**config.mk**
```make
export PLATFORM = sky130hd
export DESIGN_NAME = div_sign_ctrl
export DESIGN_NICKNAME = d
export VERILOG_FILES = /design/src/rtl/div_pkg.sv /design/src/rtl/div_sign_ctrl_sign_mag.sv /design/src/rtl/div_sign_ctrl.sv
export SDC_FILE = /design/constraint.sdc
export NUM_CORES = 1
export LEC_CHECK = 0
export CORE_ASPECT_RATIO = 0.75
export CORE_MARGIN = 5
export CORE_UTILIZATION = 50
export DETAILED_ROUTE_END_ITERATION = 8
export GPL_ROUTABILITY_DRIVEN = 0
export PLACE_DENSITY = 0.85
export SLEW_MARGIN = 20
export SYNTH_ARGS = -nofsm -noshare
export SYNTH_HDL_FRONTEND = slang
export SYNTH_HIERARCHICAL = 1
export SYNTH_SLANG_ARGS = --single-unit
```
**constraint.sdc**
```tcl
create_clock -name clk -period 3.1 [get_ports clk]
set_input_delay 0.93 -clock clk [delete_from_list [all_inputs] [get_ports clk]]
set_output_delay 0.93 -clock clk [all_outputs]
set_load 0.01 [all_outputs]
```
**src/rtl/div_pkg.sv**
```systemverilog
// ----------------------------------------------------------------------------
// div_pkg
// Shared definitions for the signed-divide sign controller.
//   DIV_W   : operand / result width (32)
//   OP_W    : width of the magnitude operands sent to the unsigned divider (33)
//   CNT_W   : width of the latency counter (covers DIV_LATENCY up to 255)
//   div_state_e : controller FSM states IDLE, WAIT, DONE
//   neg32() : 32-bit two's-complement negation (wraps, so -0x80000000 stays
//             0x80000000)
// ----------------------------------------------------------------------------
package div_pkg;

    localparam int DIV_W = 32;
    localparam int OP_W  = 33;
    localparam int CNT_W = 8;

    typedef enum logic [1:0] {
        IDLE = 2'd0,
        WAIT = 2'd1,
        DONE = 2'd2
    } div_state_e;

    function automatic logic [DIV_W-1:0] neg32(input logic [DIV_W-1:0] value);
        return (~value) + {{(DIV_W-1){1'b0}}, 1'b1};
    endfunction

endpackage

```
**src/rtl/div_sign_ctrl_sign_mag.sv**
```systemverilog
// ----------------------------------------------------------------------------
// sign_mag
// Combinational split of a signed two's-complement value into sign and
// magnitude. The magnitude of the most negative value wraps to itself
// (0x80000000), which is still correct when read as an unsigned number.
// Ports:
//   value : in  32  signed operand
//   mag   : out 32  unsigned magnitude |value|
//   sign  : out 1   value[31]
// ----------------------------------------------------------------------------
module sign_mag
    import div_pkg::*;
(
    input  logic [DIV_W-1:0] value,
    output logic [DIV_W-1:0] mag,
    output logic             sign
);

    assign sign = value[DIV_W-1];
    assign mag  = sign ? neg32(value) : value;

endmodule

```
**src/rtl/div_sign_ctrl.sv**
```systemverilog
// ----------------------------------------------------------------------------
// div_sign_ctrl
// Wraps an external unsigned divider to perform signed 32-bit division
// (truncate toward zero, remainder takes the dividend's sign). Operand
// magnitudes are registered on acceptance, the controller waits DIV_LATENCY
// edges for the divider to settle, then applies the sign fix-up to the
// quotient (LO) and remainder (HI).
//
// Build option: define DIV_ZERO_TRAP_EN to short-circuit a zero divisor
// straight to DONE with hi=dividend, lo=0xFFFFFFFF, div_zero=1. Without it
// a zero divisor takes the normal path and div_zero is tied low.
//
// Ports:
//   clk           : in  1   clock, rising edge
//   clr_n         : in  1   asynchronous active-low reset
//   start         : in  1   request; accepted only while idle
//   dividend      : in  32  signed dividend
//   divisor       : in  32  signed divisor
//   div_m         : out 33  {1'b0,|divisor|} to unsigned divider
//   div_q         : out 33  {1'b0,|dividend|} to unsigned divider
//   div_quotient  : in  32  unsigned quotient from divider
//   div_remainder : in  32  unsigned remainder from divider
//   lo            : out 32  signed quotient
//   hi            : out 32  signed remainder
//   busy          : out 1   state is not IDLE
//   done          : out 1   one-cycle pulse, hi/lo/div_zero valid
//   div_zero      : out 1   divide-by-zero flag
//
// Handshake: start is a request sampled on a rising edge while busy is low;
// that edge is the acceptance. Requests while busy are dropped, not queued.
// done pulses for exactly one cycle per accepted request that is not aborted
// by reset.
// ----------------------------------------------------------------------------
module div_sign_ctrl
    import div_pkg::*;
#(
    parameter int DIV_LATENCY = 33
) (
    input  logic             clk,
    input  logic             clr_n,
    input  logic             start,
    input  logic [DIV_W-1:0] dividend,
    input  logic [DIV_W-1:0] divisor,
    output logic [OP_W-1:0]  div_m,
    output logic [OP_W-1:0]  div_q,
    input  logic [DIV_W-1:0] div_quotient,
    input  logic [DIV_W-1:0] div_remainder,
    output logic [DIV_W-1:0] lo,
    output logic [DIV_W-1:0] hi,
    output logic             busy,
    output logic             done,
    output logic             div_zero
);

    localparam logic [CNT_W-1:0] CNT_LOAD = CNT_W'(DIV_LATENCY - 1);

    div_state_e       state;
    div_state_e       state_next;
    logic [CNT_W-1:0] count;
    logic             sign_q;
    logic             sign_r;

    logic [DIV_W-1:0] dividend_mag;
    logic [DIV_W-1:0] divisor_mag;
    logic             dividend_neg;
    logic             divisor_neg;

    logic             accept;
    logic             capture;
    logic             trap;

    sign_mag u_dividend_mag (
        .value (dividend),
        .mag   (dividend_mag),
        .sign  (dividend_neg)
    );

    sign_mag u_divisor_mag (
        .value (divisor),
        .mag   (divisor_mag),
        .sign  (divisor_neg)
    );

    assign accept  = (state == IDLE) && start;
    assign capture = (state == WAIT) && (count == '0);

`ifdef DIV_ZERO_TRAP_EN
    logic div_zero_r;

    assign trap = (divisor == '0);

    // Set only by a trapped request; any normal capture clears it.
    always_ff @(posedge clk or negedge clr_n) begin
        if (!clr_n) begin
            div_zero_r <= 1'b0;
        end else if (accept && trap) begin
            div_zero_r <= 1'b1;
        end else if (capture) begin
            div_zero_r <= 1'b0;
        end
    end

    assign div_zero = div_zero_r;
`else
    assign trap     = 1'b0;
    assign div_zero = 1'b0;
`endif

    // State register
    always_ff @(posedge clk or negedge clr_n) begin
        if (!clr_n) begin
            state <= IDLE;
        end else begin
            state <= state_next;
        end
    end

    // Next-state logic
    always_comb begin
        state_next = state;
        case (state)
            IDLE: begin
                if (start) begin
                    state_next = trap ? DONE : WAIT;
                end
            end
            WAIT: begin
                if (count == '0) begin
                    state_next = DONE;
                end
            end
            DONE:    state_next = IDLE;
            default: state_next = IDLE;
        endcase
    end

    assign busy = (state != IDLE);
    assign done = (state == DONE);

    // Operand, counter and result registers
    always_ff @(posedge clk or negedge clr_n) begin
        if (!clr_n) begin
            div_m  <= '0;
            div_q  <= '0;
            sign_q <= 1'b0;
            sign_r <= 1'b0;
            count  <= '0;
            lo     <= '0;
            hi     <= '0;
        end else if (accept) begin
            div_m  <= {1'b0, divisor_mag};
            div_q  <= {1'b0, dividend_mag};
            sign_q <= dividend_neg ^ divisor_neg;
            sign_r <= dividend_neg;
            count  <= CNT_LOAD;
            if (trap) begin
                hi <= dividend;
                lo <= '1;
            end
        end else if (state == WAIT) begin
            if (count == '0) begin
                lo <= sign_q ? neg32(div_quotient)  : div_quotient;
                hi <= sign_r ? neg32(div_remainder) : div_remainder;
            end else begin
                count <= count - 1'b1;
            end
        end
    end

endmodule

```
==> metrics.txt <==
clk_lat worst skew 0.41 ns; drt total wl 24640 um; GRT overflow 0; DR iter-0 viols 552; Num CTS Buffers 17; Slowest-stage cell, CP or4_4; Post-CTS Hold Fix Bufs 0; sequential fraction of the synthesis area 42.04%; top-count cell post-synth nand2_1; leading area contributor after synthesis dfrtp_1; fin crit share 90.14%; Seq cells post-synth 140; Final Util 73.92%; Post-CTS Repair Setup Buffers 0; status finished, final reports clean; Initial Util 51.56%; GRT Total Usage 25.22%; Arrival @ worst endpoint 3.07 ns; crit-path cells clkdlybuf4s50_1 > or4_4 > or3_4 > o41ai_2 > xor2_1 > o21ai_1; required time worst endpoint 3.37 ns; largest net degree at the start of global routing 80; Total Nets Final 1354; Mapped Avg Cell Area 8.810 um2; Post-synth top cells nand2_1, dfrtp_1, o21ai_0, xnor2_1, xor2_1; Synth area leaders dfrtp_1, nand2_1, xnor2_1, xor2_1, o21ai_0; DP Wirelength 18320 um; antenna violations before repair 0; layout cells sized above 1 10.97%; nature of the critical path startpoint input pin; Via Count 7825; Max Slew Vio Count 0; # IOs 264; Antenna Nets Post-Route 0; vias in the first global route 7844; # clock sinks 140; Via density 5.430; die width 159.1 um; Placement Setup Slack -0.1121 ns; final setup violation count 0; pwr dens 377.3 nW/um2; Layout fillers 1208; DIE AREA 19380 um2; achievable frequency 357.9 MHz; Port-buffer cells 260; worst vdd ir 0.2924 mV; Unique masters post-synth 52; # Max-Cap Violations 0; Max clock buf depth 2; RSZ-0062 raised after global routing no; Reg area 3503 um2; Pleak 5.020 nW; kind of critical path in2reg; footprint of the multi-input gates 4572 um2; asr flop ratio synth 100.0%; top cell type's share of synthesized area 42.04%; drt wl/cell 17.10 um; Slew HR 31.17%; Setup Skew 0.01005 ns; post-synthesis instance total 946; # rows 40; Setup crit end kind flop; P&R area growth vs syn 43.37%; first-pass GRT wire length 40430 um; chip height 121.8 um; TritonCTS clock tree built; root buf cell clkbuf_16; class of the tightest hold or removal check in2async; core area 16170 um2; cell area after synthesis 8334 um2; Post-synth EDFFs 0; H-tree lvl count 4; hold slack 0.4476 ns; critical path peak fanout 12; DRC Markers 0; Pre-antenna DRT Iters 5; max incr delay on CP 0.60 ns; Synthesis Warnings 6; predominant post-synthesis flop cell dfrtp_1; setup ws final 0.3056 ns; Tightest Pin Transition 1.032 ns; post_cts resized 0; final hold vios 0; clk slew on worst S/H paths 0.06 ns; ANT cells 0; minimum clock period 2.794 ns
-- metal layers --
layer	up-vias	global-route usage, %	routed length (um)	part of all wire [%]
met4	0	6.233	379	1.5
met3	32	7.981	1918	7.8
met5	-	0	0	0
li1	3787	-	-	-
met1	3727	33.97	10870	44
met2	279	40.02	11480	47
-- cell type report --
class	instances	area share, %
inverter	13	0.4084
sequential	140	29.32
timing repair buffer	302	24.64
clock inverter	11	1.403
clock buffer	21	3.770
multi-input combinational	744	38.26
tap	210	2.199
-- worst max-delay path: cells and delay by family --
family | cells | cell delay, ns
buffers and inverters | 1 | 0.44
and+or+nand+nor | 2 | 1.10
xor gates and xnor gates | 1 | 0.18
AOI/OAI and AO/OA | 2 | 0.41
-- cells in the final DEF, fill, tap and decap left out, drive strengths merged, types with 3 or more instances in the layout --
| cell type | netlist | routed |
|---|---|---|
| buf | 19 | 43 |
| nor3b | 3 | 3 |
| xor2 | 58 | 58 |
| or3 | 14 | 14 |
| nor4 | 18 | 18 |
| inv | 13 | 13 |
| or2 | 7 | 7 |
| nor2b | 6 | 6 |
| clkdlybuf4s50 | 0 | 259 |
| clkbuf | 32 | 21 |
| o21ai | 96 | 96 |
| mux2i | 5 | 5 |
| nand2 | 298 | 298 |
| ha | 5 | 5 |
| nor3 | 20 | 20 |
| o41ai | 30 | 30 |
| nand2b | 8 | 8 |
| conb | 1 | 3 |
| dfrtp | 140 | 140 |
| o31ai | 41 | 41 |
| clkinv | 0 | 5 |
| bufinv | 0 | 4 |
| nand3b | 5 | 5 |
| nand4 | 6 | 6 |
| nand3 | 18 | 18 |
| xnor2 | 62 | 62 |
| or4 | 9 | 9 |
| nor2 | 17 | 17 |
-- path summary, 6_finish.rpt --
path | from | endpoint | slack (ns) | depth (start not counted)
setup / recovery | div_quotient[6] | lo[31]$_DFFE_PN0P_ | 0.31 | 6
hold / removal | clr_n | lo[15]$_DFFE_PN0P_ | 0.45 | 1
setup reg to reg | count[0]$_DFFE_PN0P_ | hi[31]$_DFFE_PN0P_ | 0.84 | 8
hold reg to reg | div_q[25]$_DFFE_PN0P_ | div_q[25]$_DFFE_PN0P_ | 0.47 | 2
max in group asynchronous | clr_n | count[1]$_DFFE_PN0P_ | 1.90 | 2
min in group clk | div_q[25]$_DFFE_PN0P_ | div_q[25]$_DFFE_PN0P_ | 0.47 | 2
-- registers in the layout, indices dropped and copies added, names as in the netlist --
signal,cells
count,8
lo,32
sign_r,1
hi,32
state,2
div_m,32
sign_q,1
div_q,32
-- logic make-up after synthesis --
| group | Yosys count | share of synthesized area [%] |
|---|---|---|
| xor+xnor | 120 | 12.61 |
| simple gates | 438 | 25.51 |
| mux | 5 | 0.6005 |
| flops | 140 | 42.04 |
| buf+inv | 64 | 3.393 |
| fa+ha+maj | 5 | 0.7506 |
| other cells | 1 | 0.04500 |
| compound gates | 173 | 15.06 |
-- stage by stage --
step	cell area [um2]	TNS, ns	std cells	power [mW]
final	11950	0	1441	4.508
after global routing	11950	0	1441	4.671
after CTS	11950	0	1441	4.550
after detailed placement	11330	-0.6987	1409	2.388
after global placement	11330	-0.1133	1409	2.379
after floorplan	8342	0	948	2.054
-- power by group --
part | total, mW | leakage (nW) | internal [mW] | switching [mW]
clock | 2.15 | 0.297 | 1.37 | 0.781
sequential | 1.83 | 1.59 | 1.83 | 0.000451
combinational | 0.531 | 3.13 | 0.279 | 0.252
total | 4.51 | 5.02 | 3.47 | 1.03
Power figures use the tool's default switching activity.
